===== src/rtl/run_monitor.sv =====
// End-of-run monitor: watches retired PCs and halts on a PC match, a self-loop or a timeout.
// Once halted it stalls the CPU and streams every register out over a valid/ready channel.
module run_monitor #(
    parameter int                ADDR_W     = 32,
    parameter int                DATA_W     = 32,
    parameter int                NREG       = 32,
    parameter logic [ADDR_W-1:0] HALT_PC    = ADDR_W'(32'h0000_0048),
    parameter int                CYC_W      = 16,
    parameter int                MAX_CYCLES = 1000,
    localparam int               IDX_W      = $clog2(NREG)
) (
    input  logic              clk,
    input  logic              rst,
    input  logic              pc_valid,
    input  logic [ADDR_W-1:0] pc_in,
    output logic [IDX_W-1:0]  reg_sel,
    input  logic [DATA_W-1:0] reg_data,
    output logic              cpu_stall,
    output logic              dump_valid,
    input  logic              dump_ready,
    output logic [IDX_W-1:0]  dump_idx,
    output logic [DATA_W-1:0] dump_data,
    output logic [1:0]        halt_cause,
    output logic [ADDR_W-1:0] halt_pc,
    output logic [CYC_W-1:0]  cycle_count,
    output logic              done
);

    typedef enum logic [1:0] {RUN, LOAD, SEND, DONE} state_t;

    localparam logic [1:0] CAUSE_PC   = 2'b01;
    localparam logic [1:0] CAUSE_TMO  = 2'b10;
    localparam logic [1:0] CAUSE_LOOP = 2'b11;

    state_t            state, state_n;
    logic [IDX_W-1:0]  idx;
    logic [ADDR_W-1:0] last_pc;
    logic              last_pc_vld;

    logic hit_pc, hit_loop, hit_tmo, retire, halt_now, last_word, accept;

    assign retire    = (state == RUN) && pc_valid;
    assign hit_pc    = (pc_in == HALT_PC);
    assign hit_loop  = last_pc_vld && (pc_in == last_pc);
    assign hit_tmo   = (cycle_count == CYC_W'(MAX_CYCLES - 1));
    assign halt_now  = retire && (hit_pc || hit_loop || hit_tmo);
    assign last_word = (idx == IDX_W'(NREG - 1));
    assign accept    = (state == SEND) && dump_ready;

    // Control outputs decode the state register alone, so they never glitch on inputs.
    assign cpu_stall  = (state != RUN);
    assign dump_valid = (state == SEND);
    assign done       = (state == DONE);
    assign reg_sel    = (state == LOAD || state == SEND) ? idx : '0;

    always_ff @(posedge clk or posedge rst) begin
        if (rst) state <= RUN;
        else     state <= state_n;
    end

    always_comb begin
        state_n = state;
        case (state)
            RUN:     if (halt_now) state_n = LOAD;
            LOAD:    state_n = SEND;
            SEND:    if (dump_ready) state_n = last_word ? DONE : LOAD;
            DONE:    state_n = DONE;
            default: state_n = RUN;
        endcase
    end

    always_ff @(posedge clk or posedge rst) begin
        if (rst) begin
            idx         <= '0;
            last_pc     <= '0;
            last_pc_vld <= 1'b0;
            cycle_count <= '0;
            halt_cause  <= 2'b00;
            halt_pc     <= '0;
            dump_idx    <= '0;
            dump_data   <= '0;
        end else begin
            if (retire) begin
                // The halting retirement is counted too; the count saturates instead of wrapping.
                if (cycle_count != {CYC_W{1'b1}}) cycle_count <= cycle_count + CYC_W'(1);
                last_pc     <= pc_in;
                last_pc_vld <= 1'b1;
                if (halt_now) begin
                    halt_cause <= hit_pc ? CAUSE_PC : (hit_loop ? CAUSE_LOOP : CAUSE_TMO);
                    halt_pc    <= pc_in;
                    idx        <= '0;
                end
            end
            if (state == LOAD) begin
                dump_data <= reg_data;
                dump_idx  <= idx;
            end
            if (accept && !last_word) idx <= idx + IDX_W'(1);
        end
    end

endmodule


===== config.mk =====
export PLATFORM = sky130hd
export DESIGN_NAME = run_monitor
export DESIGN_NICKNAME = d
export VERILOG_FILES = /design/src/rtl/run_monitor.sv
export SDC_FILE = /design/constraint.sdc
export NUM_CORES = 1
export LEC_CHECK = 0
export CORE_MARGIN = 2
export CORE_UTILIZATION = 48
export DETAILED_ROUTE_END_ITERATION = 6
export PLACE_DENSITY = 0.81
export SETUP_SLACK_MARGIN = 0.02
export SLEW_MARGIN = 20
export SYNTH_ARGS = -nofsm -noshare
export SYNTH_HDL_FRONTEND = slang
export SYNTH_SLANG_ARGS = --single-unit
export TNS_END_PERCENT = 1

===== constraint.sdc =====
create_clock -name clk -period 6 [get_ports clk]
set_clock_uncertainty 0.15 [all_clocks]
set_input_delay 1.2 -clock clk [delete_from_list [all_inputs] [get_ports clk]]
set_output_delay 1.2 -clock clk [all_outputs]
set_load 0.01 [all_outputs]

; ---- Yosys cells after proc, flatten, opt, wreduce, memory -nomap -nowiden
; Index checks and enable logic that the tools add are counted.
[totals]
output_inout_bits = 95
elab_cells = 48
register_bits = 127
[op_classes]
n_eq_ne = 10
mux = 10
reduce_logical = 17
addsub = 2
[ops]
columns = cell, count
row1 = $eq 32x32->1, 1
row2 = $eq 32x7->1 const B, 1
row3 = $mux 5, 4
row4 = $add 16x1->16 const B, 1
row5 = $eq 16x10->1 const B, 1
row6 = $ne 16x16->1 const B, 1
row7 = $mux 2, 4
row8 = $pmux 2 s4, 1
row9 = $reduce_and 2->1, 4
row10 = $reduce_bool 2->1, 3
row11 = $add 5x1->5 const B, 1
row12 = $eq 5x5->1 const B, 1
row13 = $logic_and 1x1->1, 5
row14 = $eq 2x2->1 const B, 2
row15 = $logic_or 1x1->1, 3
row16 = $eq 2x1->1 const B, 1
row17 = $logic_not 2->1, 1
row18 = $ne 2x1->1 const B, 1
row19 = $ne 2x2->1 const B, 1
row20 = $logic_not 1->1, 1
row21 = $mux 1, 1

; ---- Longest topological paths before layout
; Gate-level depths: netlist (run 1).
[depth]
word_depth = 8
depth_mapped = 9

; ---- Worst setup path before layout (run 1)
; No wires, ideal clock.
[synth_timing]
path_type = input to register
start = input pc_in[1]
end = register halt_pc[0]
slack_ns = 2.857
path_buffers = 1
t_required_ns = 5.725
path_stages = 7
setup_ns = 0.125
t_arrival_ns = 2.868
path_cell_list = inv_1 > o21ai_1 > or4_4 > nor4_4 > a211oi_2 > buf_4 > mux2_4
[synth_between]
elab_chain_cells = 6
word_cells_on_any_way = 7
classes_between = eq/ne (2) / reduce/logical (5)
[synth_rtl]
columns = item, line_no
row1 = from (decl), 15  ; input logic [ADDR_W-1:0] pc_in,
row2 = $eq 32x32->1, 44  ; assign hit_loop = last_pc_vld && (pc_in == last_pc);
row3 = $logic_and 1x1->1, 44
row4 = $logic_or 1x1->1 * (2 in a row), 46  ; assign halt_now = retire && (hit_pc || hit_loop || hit_tmo);
row5 = $logic_and 1x1->1 *, 46
row6 = $reduce_and 2->1 (no source line) *, n/a
row7 = to (signal assigned), 90  ; halt_pc <= pc_in;
row8 = to (decl), 24  ; output logic [ADDR_W-1:0] halt_pc,
; Mark *: on every way between the ends. The rest lies on a longest branch, timed or not.
; A chain may end at the register's enable or synchronous reset.

; ---- Worst setup path after layout (run 1)
[layout_timing]
start = input pc_in[7]
end = register halt_pc[21]
; The elaborated chain is that of the path after synthesis.

==> metrics.md, run 1 <==
| Metric | Value |
|---|---|
| Total grt overflow | 0 |
| Final setup vio count | 0 |
| Number of synthesized register bits | around 130 |
| Achievable clock frequency | 0.274 GHz |
| DR WL/cell | 16.6 um |
| WS Path Type | in -> reg |
| Final hold vios | 0 |
| Leak | around 3.6 nW |
| Warnings, synthesis | 0 |
| Vias per cell | approximately 5.3 |
| Die ar. | between 10000 and 15000 um^2 |
| Min Tclk post-route | roughly 3600 ps |
| Synth Net Count | around 550 |
| Tot GR Track Use | between 20% and 30% |
| Detailed placement HPWL | ~9600 um |
| Die Y-Extent | ~110 um |
| Synth unique cells | 44 |
| Initial Util | around half |
| Largest net degree at the start of global routing | 84 |
| Drt total wl | approximately 13000 um |
| Clk slew on worst S/H paths | 50 ps |
| Hold-fix buffers, CTS | 0 |
| Worst vdd ir | between 300 and 400 uV |
| RSZ-0062 raised after global routing | no |
| Synthesized cell area | about 5600 um^2 |
| Die X | 112 um |
| Pins Over Slew Limit | 0 |
| Core area | around 11000 um^2 |
| Power Density | between 400 and 500 nW/um^2 |
| Commonest non-fill, non-tap cell in the layout | clkdlybuf4s50_1 |
| Antenna-violating nets left | 0 |
| Most frequent cells in the layout | 162 x clkdlybuf4s50_1, 127 x dfrtp_1, 105 x nand2_1, 38 x mux2_2, 29 x xor2_1 |
| Power Total | around 0.0034 W |
| Worst-path fanout max | 19 |
| Post-synth EDFFs | 0 |
| CTS buffer count | 17 |
| Post-synth ARST share | 100% |
| Setup Buffers After CTS | 0 |
| MaxCap Viol Count | 0 |
| Critical path endpoint category | register |
| CTS H-tree depth | 4 |
| # IOs | between 150 and 200 |
| Clk buf depth | 2 |
| Relative slew slack | a little over a third |
| First-pass GRT wire length | roughly 23000 um |
| Number of port buffers | 162 |
| Clock latency on the worst-skew pair | 410 ps |
| Main synth FF type | dfrtp_1 |
| Nets | about 720 |
| Final worst path period share | 60.8% |
| TritonCTS clock tree | built |
| Status | finished, final reports clean |
| Syn Area/Cell | ~12 um^2 |
| Via Count | approximately 4.2k |
| Synth Instances | around 470 |
| Placement row count | 39 |
| Sequential share of the synthesized area | 56.9% |
| Layout area overhead | 42.5% |
| Sum Neg Setup Slack | 0 ps |
| # diodes | 0 |
| Critical path startpoint category | input pin |
| Vias in the first global route | 4452 |
| Worst hold path type | reg -> reg |
| Root buf cell | clkbuf_16 |
| CTS Sinks | ~130 |
| Tightest Pin Transition | ~950 ps |
| Drt first pass iters | 6 |
| Share of cells above drive strength 1 | 13.7% |
| DRC Markers | 0 |
| CP Data Required Time | 6130 ps |
| Initial antenna violation count | 0 |
| Initial DRC count | between 200 and 250 |
| RePlAce Congestion | ~0.8 |
| Post-cts sizing count | 0 |
| CP Data Arrival Time | 3780 ps |
layout make-up:
| class | count | area (um^2) |
|---|---|---|
| timing repair buffer | 167 | 1670 |
| tap | 143 | 179 |
| clock inverter | 13 | 139 |
| inverter | 11 | 46.3 |
| clock buffer | 19 | 453 |
| multi-input combinational | 318 | 2290 |
| sequential | 127 | 3180 |
| fill | 828 | 3410 |
worst max-delay path, stage by stage:
cell and delay (ps):
clkdlybuf4s50_1 530, nor4b_1 420, nand4_1 200, nor3_1 600
a211oi_4 250, buf_12 240, mux2_1 320
synth_stat cells (2+ instances only):
master    number  area [um^2]
o21a_1         2         15.0
nand3_1        7         35.0
nand4_1        8         50.1
nand2_1      105          394
mux2_2        38          428
o21ai_0        5         25.0
clkbuf_1      10         37.5
o21ai_1        3         15.0
or4_4          2         22.5
ha_1           7         87.6
buf_6          3         33.8
and3_1         4         25.0
and2_1         8         50.1
mux2_4         6         90.1
nor3_1         4         20.0
xnor2_1       15          131
inv_1         11         41.3
nor2_1        11         41.3
mux2_1        24          270
xor2_1        29          254
nor4_1        13         81.3
a211oi_1       2         15.0
a31o_1         2         17.5
nor4b_1        3         26.3
nand2b_1       2         12.5
mux2i_1        2         20.0
dfrtp_1      127         3180
a211oi_2       2         25.0
through the flow:
step	util, %	worst slack [ps]	hold slack, ps	area [um^2]	cells
6_report	70.0	2350	329	7960	798
5_1_grt	70.0	2220	362	7960	798
4_1_cts	70.0	2350	330	7960	798
3_5_place_dp	64.8	1950	313	7360	766
3_3_place_gp	64.8	1990	299	7360	766
2_1_floorplan	-	1270	281	5590	471
logic make-up (layout without fill, tap and decap cells):
| kind of cell | Yosys count | after routing | synth area share (%) |
|---|---|---|---|
| AND/OR/NAND/NOR | 172 | 172 | 14.5 |
| multiplexers | 70 | 70 | 14.5 |
| flip-flops | 127 | 127 | 56.9 |
| AO/OA/AOI/OAI | 25 | 25 | 3.43 |
| XOR/XNOR | 44 | 44 | 6.90 |
| buffers and inverters | 26 | 210 | 2.22 |
| adder cells (fa/ha/maj) | 7 | 7 | 1.57 |
state kept, by name, indices dropped and copies added (netlist names):
signal / count
halt_pc: 32
cycle_count: 16
state: 2
halt_cause: 2
last_pc_vld: 1
dump_data: 32
idx: 5
dump_idx: 5
last_pc: 32
power by group:
| part | switching (W) | internal, W | leakage (nW) |
|---|---|---|---|
| clock network | 0.000377 | 0.000633 | 0.277 |
| registers | 0.000172 | 0.00112 | 1.62 |
| logic | 0.000465 | 0.000626 | 1.75 |
path summary, 6_finish.rpt:
kind | startpoint | to | slack, ps | cells after the start
setup / recovery | pc_in[7] | halt_pc[21] | 2350 | 7
hold / removal | last_pc_vld | last_pc_vld | 330 | 1
setup reg to reg | state[0] | halt_pc[21] | 2890 | 7
hold reg to reg | last_pc_vld | last_pc_vld | 330 | 1
max in group asynchronous | rst | idx[1] | 3450 | 3
min in group asynchronous | rst | dump_data[17] | 1150 | 2
layer usage:
layer | up-vias | global-route usage, % | wire length [um]
met5 | - | 0 | 0
met4 | 0 | 6.75 | 195
met3 | 19 | 7.35 | 904
met2 | 168 | 36.6 | 6490
met1 | 2064 | 29.0 | 5670
li1 | 1956 | - | -
No activity file was read; power rests on OpenSTA's default activity.
==> inputs of run 2 (changes only) <==
CORE_UTILIZATION = 43   (was 48)
PLACE_DENSITY = 0.77   (was 0.81)
clock period = 3.25 ns   (was 6 ns; I/O delays follow)
==> run 2 against run 1 <==
Compared with the run above:
- via count increased by 0.43%
- utilization decreased by 5.4 points
- routed wire length increased by 5.5%
- sequential power increased by 85%
- highest routed layer unchanged
- first-iteration DRC count decreased by 6.4%
- global-route usage decreased by 1.5 points
- register-to-register slack got worse by 2200 ps
- final cell count increased by 6.3%
- combinational power increased by 89%
- clock power increased by 85%
- largest power group unchanged
==> metrics.md, run 2 (same netlist as run 1, synthesis figures left out) <==
| Metric | Value |
|---|---|
| Total grt overflow | 0 |
| Vias in the first global route | 4502 |
| Initial DRC count | approximately 230 |
| Critical path startpoint category | input pin |
| Worst hold endpoint | last_pc_vld |
| Worst vdd ir | about 370 uV |
| Die X | 118 um |
| Pins Over Slew Limit | 0 |
| Leak | ~3.8 nW |
| Clock power share | roughly 30% |
| First-pass GRT wire length | between 20000 and 25000 um |
| R2r startpoint | cycle_count[0] |
| Nets | ~740 |
| Root buf cell | clkbuf_16 |
| Worst hold path type | reg -> reg |
| Largest registers | dump_data: 32 flops, halt_pc: 32 flops, last_pc: 32 flops |
| Share of cells above drive strength 1 | roughly 16% |
| Switching share of power | around 30% |
| MaxCap Viol Count | 0 |
| Post-cts sizing count | 0 |
| WS Path Type | in -> reg |
| Power Density | roughly 770 nW/um^2 |
| Clock latency on the worst-skew pair | around 420 ps |
| Initial Util | between 40% and 50% |
| # diodes | 0 |
| Worst Hold Launch | last_pc_vld |
| Combinational power share | between 30% and 40% |
| Critical path endpoint category | register |
| Largest stage delay on the critical path | 510 ps |
| NetSw | between 0.0015 and 0.002 W |
| Slowest CP cell | or4_4 |
| Via Count | around 4.2k |
| Status | finished, final reports clean |
| Sum Neg Setup Slack | 0 ps |
| Buf+Inv Stages, Crit Path | 2 |
| Worst-path fanout max | 20 |
| Achievable clock frequency | 0.358 GHz |
| DR WL/cell | about 16 um |
| CTS H-tree depth | 4 |
| Drt first pass iters | 4 |
| # IOs | between 150 and 200 |
| Tightest Pin Transition | 570 ps |
| Number of port buffers | approximately 160 |
| DRC Markers | 0 |
| CTS buffer count | 17 |
| CP Data Arrival Time | just under 3000 ps |
| Internal | about 0.0044 W |
| RSZ-0062 raised after global routing | no |
| Seq pwr share | 37.9% |
| Antenna-violating nets left | 0 |
| RePlAce Congestion | 0.840 |
| Tot GR Track Use | around a fifth |
| FF-to-FF setup slack | 720 ps |
| Largest net degree at the start of global routing | 40 |
| Hold-fix buffers, CTS | 0 |
| Layout area overhead | 46.6% |
| Vias per cell | roughly 5 |
| CTS Sinks | ~130 |
| Min Tclk post-route | roughly 2800 ps |
| Commonest non-fill, non-tap cell in the layout | clkdlybuf4s50_1 |
| CP cell instances | clkdlybuf4s50_1 -> xnor2_1 -> nand2_1 -> or4_4 -> nor4_4 -> a211oi_4 -> buf_12 -> mux2_1 |
| Die Y-Extent | about 120 um |
| Final hold vios | 0 |
| Reg2reg end | halt_pc[8] |
| Relative slew slack | about three fifths |
| Setup Buffers After CTS | 0 |
| Most frequent cells in the layout | 162 x clkdlybuf4s50_1, 127 x dfrtp_1, 105 x nand2_1, 38 x mux2_2, 29 x xor2_1 |
| Clk buf depth | 2 |
| Detailed placement HPWL | 10500 um |
| Placement row count | 41 |
| Drt total wl | roughly 14000 um |
| Core area | between 10000 and 15000 um^2 |
| Die ar. | 13900 um^2 |
| Final setup vio count | 0 |
| Power Total | 0.00632 W |
| Final worst path period share | approximately 86% |
| Top cell family by delay on the critical path | simple AND/OR/NAND/NOR gates |
| Worst r2r path cells | 7 |
| Hold Crit Depth | 1 |
| TritonCTS clock tree | built |
| Initial antenna violation count | 0 |
| CP Data Required Time | 3400 ps |
| Clk slew on worst S/H paths | 60 ps |
[run 2: area by class of cell]
cell class,instances,area (um^2)
Fill cell,998,4480
Sequential cell,127,3180
Multi-Input combinational cell,318,2290
Timing Repair Buffer,188,1870
Clock buffer,21,480
Tap cell,172,215
Clock inverter,11,113
Inverter,11,45.0
[run 2: power groups by stage]
stage               clock, W  sequential (W)  combinational (W)
floorplan                  0         0.00247            0.00101
global placement           0         0.00237            0.00200
detailed placement         0         0.00242            0.00207
CTS                  0.00190         0.00240            0.00208
global route         0.00198         0.00245            0.00224
finish               0.00187         0.00239            0.00206
[run 2: how the worst max path moves through the flow]
stage	from	end	slack (ps)	depth (start not counted)
floorplan	pc_in[1]	halt_pc[0]	660	7
global route	pc_in[2]	halt_pc[8]	350	8
detailed placement	pc_in[2]	halt_pc[14]	40	8
CTS	pc_in[2]	halt_pc[14]	460	8
finish	pc_in[2]	halt_pc[8]	450	8
global placement	pc_in[2]	halt_pc[13]	100	8
[run 2: per-layer routing]
layer / track usage [%] / vias to the layer above / part of all wire (%)
met5: 0 / - / 0
met4: 7.91 / 0 / 1.7
met3: 6.01 / 17 / 5.6
met2: 34.6 / 151 / 49
met1: 26.5 / 2062 / 44
li1: - / 1995 / -
[run 2: per-stage QoR]
step / util (%) / std cells / worst slack [ps] / cell area [um^2] / hold slack (ps)
after global placement: 60.0 / 816 / 97.0 / 7600 / 295
after global routing: 64.6 / 848 / 353 / 8190 / 322
after CTS: 64.6 / 848 / 463 / 8190 / 321
final: 64.6 / 848 / 454 / 8190 / 324
after floorplan: - / 471 / 657 / 5590 / 281
after detailed placement: 60.0 / 816 / 37.3 / 7600 / 303
[run 2: worst register-to-register path: cells and delay by family (launching register included)]
family	cells	cell delay (ps)
buffers and inverters	2	390
muxes	1	330
DFF	1	430
and+or+nand+nor	2	820
AOI/OAI and AO/OA	1	60
adders and majority gates	1	240
